<file path="config.mk">
export PLATFORM = sky130hd
export DESIGN_NAME = jpeg_rle_encoder_flat
export DESIGN_NICKNAME = d
export VERILOG_FILES = /design/src/rtl/jpeg_rle_encoder_if.sv /design/src/rtl/jpeg_rle_encoder.sv /design/src/flat_wrapper.sv
export SDC_FILE = /design/constraint.sdc
export NUM_CORES = 1
export LEC_CHECK = 0
export CORE_MARGIN = 1
export CORE_UTILIZATION = 60
export CTS_BUF_LIST = sky130_fd_sc_hd__clkbuf_4 sky130_fd_sc_hd__clkbuf_8 sky130_fd_sc_hd__clkbuf_16
export DETAILED_ROUTE_END_ITERATION = 16
export GPL_TIMING_DRIVEN = 1
export PLACE_DENSITY = 0.95
export SYNTH_ARGS = -nofsm -noshare
export SYNTH_HDL_FRONTEND = slang
export SYNTH_SLANG_ARGS = --single-unit
</file>
<file path="constraint.sdc">
create_clock -name clk -period 5.7 [get_ports clk]
set_input_delay 0.855 -clock clk [delete_from_list [all_inputs] [get_ports clk]]
set_output_delay 0.855 -clock clk [all_outputs]
set_load 0.02 [all_outputs]
</file>
<file path="src/rtl/jpeg_rle_encoder_if.sv">
// jpeg_rle_encoder_if: coefficient-in / symbol-out stream bundle for the JPEG RLE stage
interface jpeg_rle_encoder_if #(
    parameter int COEF_W = 12,
    parameter int SIZE_W = 4,
    parameter int RUN_W  = 4
);
    logic              in_valid;
    logic              in_ready;
    logic [COEF_W-1:0] in_coef;
    logic              in_zero;
    logic              out_valid;
    logic              out_ready;
    logic [RUN_W-1:0]  out_run;
    logic [SIZE_W-1:0] out_size;
    logic [COEF_W-1:0] out_amp;
    logic              out_dc;
    logic              out_eob;
    logic              out_zrl;
    logic              err;
    modport master (
        output in_valid, in_coef, in_zero, out_ready,
        input  in_ready, out_valid, out_run, out_size, out_amp, out_dc, out_eob, out_zrl, err
    );
    modport slave (
        input  in_valid, in_coef, in_zero, out_ready,
        output in_ready, out_valid, out_run, out_size, out_amp, out_dc, out_eob, out_zrl, err
    );
endinterface

</file>
<file path="src/rtl/jpeg_rle_encoder.sv">
// jpeg_rle_encoder: zig-zag coefficient stream to JPEG DC/AC/ZRL/EOB (run,size,amp) symbols.
// Define JPEG_RLE_ERRCHK_EN to enable the sticky in_zero vs. coefficient mismatch flag.
module jpeg_rle_encoder #(
    parameter int COEF_W = 12,
    parameter int SIZE_W = 4,
    parameter int RUN_W  = 4
) (
    input logic clk,
    input logic rst_n,
    jpeg_rle_encoder_if.slave bus
);
    typedef enum logic {ACCEPT, ZRL_DRAIN} state_t;
    typedef struct packed {
        logic [RUN_W-1:0]  run;
        logic [SIZE_W-1:0] size;
        logic [COEF_W-1:0] amp;
        logic              dc;
        logic              eob;
        logic              zrl;
    } sym_t;

    localparam sym_t ZRL_SYM = {{RUN_W{1'b1}}, {(SIZE_W + COEF_W){1'b0}}, 3'b001};
    localparam sym_t EOB_SYM = {{(RUN_W + SIZE_W + COEF_W){1'b0}}, 3'b010};

    state_t            state, state_d;
    logic [5:0]        idx, idx_d;
    logic [RUN_W-1:0]  run, run_d;
    logic [1:0]        zpend, zpend_d;
    sym_t              hold, hold_d;
    sym_t              sym_q, sym_d;
    logic              valid_q, valid_d;
    logic [COEF_W-1:0] mag;
    logic [COEF_W-1:0] amp;
    logic [SIZE_W-1:0] cat;
    logic              accept;
    logic              pop;

    assign bus.in_ready = (state == ACCEPT) & (~valid_q | bus.out_ready);
    assign accept       = bus.in_valid & bus.in_ready;
    assign pop          = valid_q & bus.out_ready;

    // Category and one's-complement amplitude; the zero flag overrides the coefficient.
    always_comb begin
        mag = bus.in_coef[COEF_W-1] ? -bus.in_coef : bus.in_coef;
        cat = '0;
        for (int i = 0; i < COEF_W; i++)
            if (mag[i]) cat = SIZE_W'(i + 1);
        amp = (bus.in_coef[COEF_W-1] ? bus.in_coef - 1'b1 : bus.in_coef) & ~({COEF_W{1'b1}} << cat);
        cat = bus.in_zero ? '0 : cat;
        amp = bus.in_zero ? '0 : amp;
    end

    always_comb begin
        state_d = state;
        idx_d   = idx;
        run_d   = run;
        zpend_d = zpend;
        hold_d  = hold;
        sym_d   = sym_q;
        valid_d = valid_q & ~bus.out_ready;
        if (state == ZRL_DRAIN) begin
            if (pop) begin
                valid_d = 1'b1;
                sym_d   = zpend != 0 ? ZRL_SYM : hold;
                zpend_d = zpend != 0 ? zpend - 1'b1 : zpend;
                state_d = zpend != 0 ? ZRL_DRAIN : ACCEPT;
            end
        end else if (accept) begin
            idx_d = idx + 1'b1;
            if (idx == 0) begin
                valid_d = 1'b1;
                sym_d   = {{RUN_W{1'b0}}, cat, amp, 3'b100};
            end else if (bus.in_zero && idx == 6'd63) begin
                valid_d = 1'b1;
                sym_d   = EOB_SYM;
                run_d   = '0;
                zpend_d = '0;
            end else if (bus.in_zero) begin
                // 4-bit run wraps 15->0 exactly when a full 16-zero group is banked
                run_d   = run + 1'b1;
                zpend_d = run == {RUN_W{1'b1}} ? zpend + 1'b1 : zpend;
            end else begin
                valid_d = 1'b1;
                run_d   = '0;
                hold_d  = {run, cat, amp, 3'b000};
                sym_d   = zpend != 0 ? ZRL_SYM : {run, cat, amp, 3'b000};
                zpend_d = zpend != 0 ? zpend - 1'b1 : zpend;
                state_d = zpend != 0 ? ZRL_DRAIN : ACCEPT;
            end
        end
    end

    always_ff @(posedge clk) begin
        if (!rst_n) begin
            state   <= ACCEPT;
            idx     <= '0;
            run     <= '0;
            zpend   <= '0;
            hold    <= '0;
            sym_q   <= '0;
            valid_q <= 1'b0;
        end else begin
            state   <= state_d;
            idx     <= idx_d;
            run     <= run_d;
            zpend   <= zpend_d;
            hold    <= hold_d;
            sym_q   <= sym_d;
            valid_q <= valid_d;
        end
    end

    assign bus.out_valid = valid_q;
    assign bus.out_run   = sym_q.run;
    assign bus.out_size  = sym_q.size;
    assign bus.out_amp   = sym_q.amp;
    assign bus.out_dc    = sym_q.dc;
    assign bus.out_eob   = sym_q.eob;
    assign bus.out_zrl   = sym_q.zrl;

`ifdef JPEG_RLE_ERRCHK_EN
    logic err;
    always_ff @(posedge clk) begin
        if (!rst_n)
            err <= 1'b0;
        else if (accept && (bus.in_zero != (bus.in_coef == '0)))
            err <= 1'b1;
    end
    assign bus.err = err;
`else
    assign bus.err = 1'b0;
`endif
endmodule

</file>
<file path="src/flat_wrapper.sv">
// flat-port wrapper written by rule: the top's interface ports become plain ports
module jpeg_rle_encoder_flat 
#(
    parameter int COEF_W = 12,
    parameter int SIZE_W = 4,
    parameter int RUN_W  = 4
)
  (clk, rst_n, bus_in_valid, bus_in_coef, bus_in_zero, bus_out_ready, bus_in_ready, bus_out_valid, bus_out_run, bus_out_size, bus_out_amp, bus_out_dc, bus_out_eob, bus_out_zrl, bus_err);
  jpeg_rle_encoder_if #(.COEF_W(COEF_W), .SIZE_W(SIZE_W), .RUN_W(RUN_W)) bus_i ();
  input logic clk;
  input logic rst_n;
  input wire logic [$bits(bus_i.in_valid)-1:0] bus_in_valid;
  input wire logic [$bits(bus_i.in_coef)-1:0] bus_in_coef;
  input wire logic [$bits(bus_i.in_zero)-1:0] bus_in_zero;
  input wire logic [$bits(bus_i.out_ready)-1:0] bus_out_ready;
  output wire logic [$bits(bus_i.in_ready)-1:0] bus_in_ready;
  output wire logic [$bits(bus_i.out_valid)-1:0] bus_out_valid;
  output wire logic [$bits(bus_i.out_run)-1:0] bus_out_run;
  output wire logic [$bits(bus_i.out_size)-1:0] bus_out_size;
  output wire logic [$bits(bus_i.out_amp)-1:0] bus_out_amp;
  output wire logic [$bits(bus_i.out_dc)-1:0] bus_out_dc;
  output wire logic [$bits(bus_i.out_eob)-1:0] bus_out_eob;
  output wire logic [$bits(bus_i.out_zrl)-1:0] bus_out_zrl;
  output wire logic [$bits(bus_i.err)-1:0] bus_err;
  assign bus_i.in_valid = bus_in_valid;
  assign bus_i.in_coef = bus_in_coef;
  assign bus_i.in_zero = bus_in_zero;
  assign bus_i.out_ready = bus_out_ready;
  assign bus_in_ready = bus_i.in_ready;
  assign bus_out_valid = bus_i.out_valid;
  assign bus_out_run = bus_i.out_run;
  assign bus_out_size = bus_i.out_size;
  assign bus_out_amp = bus_i.out_amp;
  assign bus_out_dc = bus_i.out_dc;
  assign bus_out_eob = bus_i.out_eob;
  assign bus_out_zrl = bus_i.out_zrl;
  assign bus_err = bus_i.err;
  jpeg_rle_encoder #(.COEF_W(COEF_W), .SIZE_W(SIZE_W), .RUN_W(RUN_W)) u_core (.clk(clk), .rst_n(rst_n), .bus(bus_i));
endmodule
</file>
# [Yosys cells after proc, flatten, opt, wreduce, memory -nomap -nowiden]
# Index checks and enable logic that the tools add are counted.
[op_classes] add_sub_neg=6 bitwise_logic=13 muxes=47 n_reduce_logical=9 shift=1 eq_ne=6
[op_table] cell="23-bit 2-to-1 mux" n=8
[op_table] cell="4-bit 2-to-1 mux" n=14
[op_table] cell="12-bit 2-to-1 mux" n=3
[op_table] cell="2-bit 2-to-1 mux" n=8
[op_table] cell="1-bit 2-to-1 mux" n=14
[op_table] cell="12-bit bitwise AND" n=1
[op_table] cell="12-bit negation" n=1
[op_table] cell="12-bit inverter" n=1
[op_table] cell="12-bit by 4-bit << shifter with 12-bit output (first input constant)" n=1
[op_table] cell="12-bit by 1-bit subtractor with 12-bit output (second input constant)" n=1
[op_table] cell="4-bit by 1-bit != test with 1-bit output (second input constant)" n=2
[op_table] cell="6-bit by 1-bit adder with 6-bit output (second input constant)" n=1
[op_table] cell="6-bit equality test (second input constant)" n=1
[op_table] cell="6-bit zero test" n=1
[op_table] cell="1-bit inverter" n=6
[op_table] cell="3-bit AND reduction" n=2
[op_table] cell="5-bit AND reduction" n=1
[op_table] cell="4-bit by 1-bit adder with 4-bit output (second input constant)" n=1
[op_table] cell="1-bit bitwise AND" n=4
[op_table] cell="4-bit equality test (second input constant)" n=1
[op_table] cell="4-bit AND reduction" n=1
[op_table] cell="2-bit nonzero test" n=2
[op_table] cell="2-bit by 1-bit adder with 2-bit output (second input constant)" n=1
[op_table] cell="2-bit by 1-bit != test with 1-bit output (second input constant)" n=1
[op_table] cell="5 further kinds" n=5
[totals] out_inout_bits=26 regBits=57 word_cells=96 input_bits=17

# [Depth between registers and ports, before layout]
[logic_depth] word_depth=24 ltp_mapped=12 ltp_nobuf=10

# [Worst setup path before layout]
# Ideal clock, no wire load.
[synth_timing] path_kind="input-to-reg" from="in bus_in_coef[0]" to="reg u_core.sym_q (netlist bit u_core.bus.out_amp[3])" path_slack_ns=2.565 path_buffers=2 stages=12 t_required_ns=5.577 setup_ns=0.123 arrival_time_ns=3.012 path_cell_list="buf_6 inv_1 ha_1 nor4b_2 nand4_1 a211o_1 o21ai_1 and3_4 buf_6 a211oi_1 a221oi_1 nor2_1"
[synth_via] elab_chain_cells=24 word_cells_on_any_way=26 classes_between="2 x add/sub; 1 x shift; 21 x mux; 2 x bitwise"
[synth_rtl] item="from (decl)" line_no="flat_wrapper.sv:13" rtl="input wire logic [$bits(bus_i.in_coef)-1:0] bus_in_coef;"
[synth_rtl] item="12-bit negation" line_no="jpeg_rle_encoder.sv:44" rtl="mag = bus.in_coef[COEF_W-1] ? -bus.in_coef : bus.in_coef;"
[synth_rtl] item="12-bit 2-to-1 mux" line_no="jpeg_rle_encoder.sv:44"
[synth_rtl] item="1-bit 2-to-1 mux" line_no="jpeg_rle_encoder.sv:47" rtl="if (mag[i]) cat = SIZE_W'(i + 1);"
[synth_rtl] item="4-bit 2-to-1 mux (11 in a row)" line_no="jpeg_rle_encoder.sv:47"
[synth_rtl] item="12-bit by 4-bit << shifter with 12-bit output" line_no="jpeg_rle_encoder.sv:48" rtl="amp = (bus.in_coef[COEF_W-1] ? bus.in_coef - 1'b1 : bus.in_coef) & ~({COEF_W{1'b1}} << cat);"
[synth_rtl] item="12-bit inverter" line_no="jpeg_rle_encoder.sv:48"
[synth_rtl] item="12-bit bitwise AND (*)" line_no="jpeg_rle_encoder.sv:48"
[synth_rtl] item="12-bit 2-to-1 mux (*)" line_no="jpeg_rle_encoder.sv:50" rtl="amp = bus.in_zero ? '0 : amp;"
[synth_rtl] item="23-bit 2-to-1 mux" line_no="jpeg_rle_encoder.sv:86" rtl="sym_d = zpend != 0 ? ZRL_SYM : {run, cat, amp, 3'b000};"
[synth_rtl] item="23-bit 2-to-1 mux" line_no="jpeg_rle_encoder.sv:78" rtl="end else if (bus.in_zero) begin"
[synth_rtl] item="23-bit 2-to-1 mux" line_no="jpeg_rle_encoder.sv:73" rtl="end else if (bus.in_zero && idx == 6'd63) begin"
[synth_rtl] item="23-bit 2-to-1 mux (*)" line_no="jpeg_rle_encoder.sv:70" rtl="if (idx == 0) begin"
[synth_rtl] item="23-bit 2-to-1 mux (*)" line_no="jpeg_rle_encoder.sv:68" rtl="end else if (accept) begin"
[synth_rtl] item="23-bit 2-to-1 mux (*)" line_no="jpeg_rle_encoder.sv:61" rtl="if (state == ZRL_DRAIN) begin"
[synth_rtl] item="to (signal assigned)" line_no="jpeg_rle_encoder.sv:108" rtl="sym_q <= sym_d;"
[synth_rtl] item="to (decl)" line_no="jpeg_rle_encoder.sv:30" rtl="sym_t sym_q, sym_d;"
# Every way passes the cells marked *; elsewhere a longest branch is shown, timed or not. The select of a mux whose other input is x is not followed.
# A chain may end at the register's enable or synchronous reset.

# [Worst setup path in the final report]
# Same ends and word-level chain as after synthesis.

==> results.py <==
metrics = {
    "timing": {
        "maxSlewViolCount": 0,
        "setup_ws_ns": 1.99,
        "max_slew.worst_pin.slew_ns": 1.26,
        "whs_ns": 0.453,
        "fin_skew_ns": 0.00925,
        "fmax_ghz": 0.270,
        "relSlewSlack_pct": 16.1,
        "finalSetupViolations": 0,
        "period_needed_ns": 3.71,
        "final.setup.tns_ns": 0,
        "rsz0062_at_grt": "false",
        "period_share_pct": 65.1,
        "hold_viol": 0,
    },
    "power": {
        "power_density_nw_per_um2": 287,
        "seq_power_share_pct": 38.1,
        "switching_share_pct": 27.5,
        "power_frac_comb_pct": 19.1,
        "p_int_mw": 0.831,
        "switching_power_mw": 0.315,
        "p_clk_share_pct": 42.8,
        "total_power_mw": 1.15,
        "vdd_drop_max_uv": 217,
        "cellLeakagePower_nw": 1.40,
    },
    "layout": {
        "syn_to_final_growth_pct": 17.7,
        "fin_cells": 545,
        "num_antenna_cells": 0,
        "final_nets": 492,
        "drive_gt1_share_pct": 6.34,
        "final_util_pct": 73.0,
        "finish.instance_area_um2": 3990,
    },
    "clock_network": {
        "cts_sinks": 57,
        "ctsHoldBuffers": 0,
        "clockBufferDepth": 2,
        "cts_tree": "yes",
        "cts_resized": 0,
        "clk_latency_ns": 0.34,
        "cts.clk_slew.worst_paths_ns": 0.06,
        "cts-root-buf": "clkbuf_8",
        "htreeDepth": 3,
        "cts_inserted_buffers": 9,
        "postCtsSetupBuffers": 0,
    },
    "yosys": {
        "avgSynthCellArea_um2": 7.52,
        "synthArstFlopShare_pct": 0,
        "synth-main-ff-cell": "dfxtp_1",
        "synth_top_cell_by_area": "dfxtp_1",
        "syn_inst": 451,
        "ys_ff_latch": 57,
        "ys_types": 56,
        "syn-cell-area_um2": 3390,
        "yosysTopAreaCellShare_pct": 33.7,
        "syn-num-nets": 475,
        "synth_edf_count": 0,
        "ys_seq_area_share_pct": 33.7,
        "yosysWarnings": 0,
        "synthTopCellsByArea": "dfxtp_1, a21oi_1, nand2_1, nor2_1, o21ai_0",
    },
    "placed_design": {
        "place_area_um2": 3730,
        "post-place-cells": 529,
        "dpl_worst_slack_ns": 1.73,
        "port-buffer-count": 41,
        "hpwl_um": 5890,
        "place_congestion": 0.894,
    },
    "floorplanning": {
        "start_util_pct": 62.0,
        "core_um2": 5470,
        "die_height_um": 77.2,
        "die_x_um": 77.2,
        "pin_count": 43,
        "dieArea_um2": 5960,
        "rows": 27,
    },
    "run_status": {
        "status": "completed",
    },
    "setup_path": {
        "reg2reg_depth": 6,
        "critPathLaunchType": "input port",
        "timing.rr.end": "u_core.hold[11]",
        "crit_start": "bus_in_coef[0]",
        "endpoint_kind": "flop",
        "reg2reg_slack_ns": 2.91,
        "cp-endpoint": "u_core.bus.out_amp[3]",
        "arrival_ns": 3.93,
        "required_ns": 5.92,
        "worstSetupPathType": "input port to flop",
        "crit_path_max_fanout": 9,
        "reg2reg_from": "u_core.state",
    },
    "route": {
        "wl_per_cell_um": 16.4,
        "ant_nets": 0,
        "dr.pass1.iters": 4,
        "routed_wl_um": 8910,
        "vias": 3489,
        "drt-initial-drc-count": 342,
        "detail_route.vias_per_cell": 6.40,
        "drc_errors": 0,
    },
    "grt": {
        "grt_pass1_vias": 3305,
        "grt_max_degree": 39,
        "overflow": 0,
        "grt_pass1_wl_um": 15100,
        "antenna_found_initial": 0,
        "grt.total_usage_pct": 31.3,
    },
    "run": {
        "drv_cap": 0,
    },
    "hold_path": {
        "min_path_type": "flop to flop",
        "min_path_cells": 2,
        "hp-start": "u_core.bus.out_run[0]",
    },
}
[metal layers]
layer  track usage [%]  share of wire, %
met4              12.3               2.5
met5                 0                 0
met1              36.0                39
met3              7.50               8.1
met2              55.5                50
[layout by cell type, fill, tap and decap left out, types with 2 or more instances in the layout]
| master | netlist | routed |
|---|---|---|
| a211o_1 | 4 | 4 |
| a211oi_1 | 8 | 8 |
| a21oi_1 | 53 | 53 |
| a221oi_1 | 5 | 5 |
| a22oi_1 | 4 | 4 |
| a31oi_1 | 2 | 2 |
| a32oi_1 | 2 | 2 |
| and2_1 | 5 | 5 |
| and3_1 | 4 | 4 |
| buf_4 | 1 | 2 |
| bufinv_16 | 0 | 3 |
| clkbuf_8 | 0 | 12 |
| clkdlybuf4s50_1 | 0 | 41 |
| dfxtp_1 | 57 | 57 |
| ha_1 | 7 | 7 |
| inv_1 | 17 | 17 |
| mux2i_1 | 3 | 3 |
| nand2_1 | 46 | 46 |
| nand2b_1 | 7 | 7 |
| nand3_1 | 24 | 24 |
| nand3b_1 | 2 | 2 |
| nand4_1 | 6 | 6 |
| nor2_1 | 42 | 42 |
| nor2b_1 | 6 | 6 |
| nor3_1 | 9 | 9 |
| nor4_1 | 3 | 3 |
| o211ai_1 | 5 | 5 |
| o21ai_0 | 28 | 28 |
| o21ai_1 | 4 | 4 |
| o221ai_1 | 4 | 4 |
| o22ai_1 | 6 | 6 |
| o31ai_1 | 8 | 8 |
| or2_2 | 2 | 2 |
| or3_1 | 4 | 4 |
| or4_1 | 2 | 2 |
| xnor2_1 | 5 | 5 |
| xor2_1 | 12 | 12 |
[power by group through the flow]
stage / clock, mW / sequential [mW] / combinational, mW
6_report: 0.490 / 0.437 / 0.218
5_1_grt: 0.513 / 0.439 / 0.235
4_1_cts: 0.493 / 0.436 / 0.215
3_5_place_dp: 0 / 0.444 / 0.212
3_3_place_gp: 0 / 0.443 / 0.207
2_1_floorplan: 0 / 0.458 / 0.127
[worst max-delay path: stages]
cell             delay (ns)
clkdlybuf4s50_1        0.54
inv_1                  0.12
ha_1                   0.29
nor4b_2                0.62
nand4_1                0.17
a211o_1                0.31
o21ai_1                0.19
and3_4                 0.31
a211oi_1               0.11
a221oi_1               0.32
nor2_1                 0.09
[state kept, by name (all words and copies together), names as in the netlist, 2 cells and up]
name                 flops
u_core.hold             20
u_core.zpend             2
u_core.bus.out_size      4
u_core.idx               6
u_core.bus.out_amp      12
u_core.bus.out_run       4
u_core.run               4
[logic make-up after synthesis]
group | Yosys count | synth area share (%)
compound gates | 140 | 25.4
fa+ha+maj | 7 | 2.58
other cells | 1 | 0.111
buf+inv | 55 | 7.20
flops | 57 | 33.7
xor+xnor | 17 | 4.39
simple gates | 171 | 25.8
mux | 3 | 0.886
[synth_stat cells (5+ instances only)]
library cell	n
o21ai_0	28
nor2_1	42
nor3_1	9
a221oi_1	5
o211ai_1	5
nand2b_1	7
nand3_1	24
inv_1	17
o31ai_1	8
nand4_1	6
xnor2_1	5
and2_1	5
xor2_1	12
clkbuf_1	27
dfxtp_1	57
nor2b_1	6
ha_1	7
nand2_1	46
a21oi_1	53
a211oi_1	8
o22ai_1	6
[final cells by class]
class	count	area, µm²
timing repair buffer	43	425
multi-input combinational	339	2010
inverter	18	67.6
clock inverter	4	97.6
fill	445	1480
sequential	57	1140
clock buffer	12	165
tap	72	90.1
[how the worst min path moves through the flow]
stage,end,slack (ns)
2_1_floorplan,u_core.hold[8],0.43
3_3_place_gp,u_core.bus.out_zrl,0.44
3_5_place_dp,u_core.bus.out_run[0],0.45
4_1_cts,u_core.bus.out_run[0],0.46
5_1_grt,u_core.bus.out_run[0],0.48
6_report,u_core.bus.out_run[0],0.45
(Power assumes the default switching activity.)
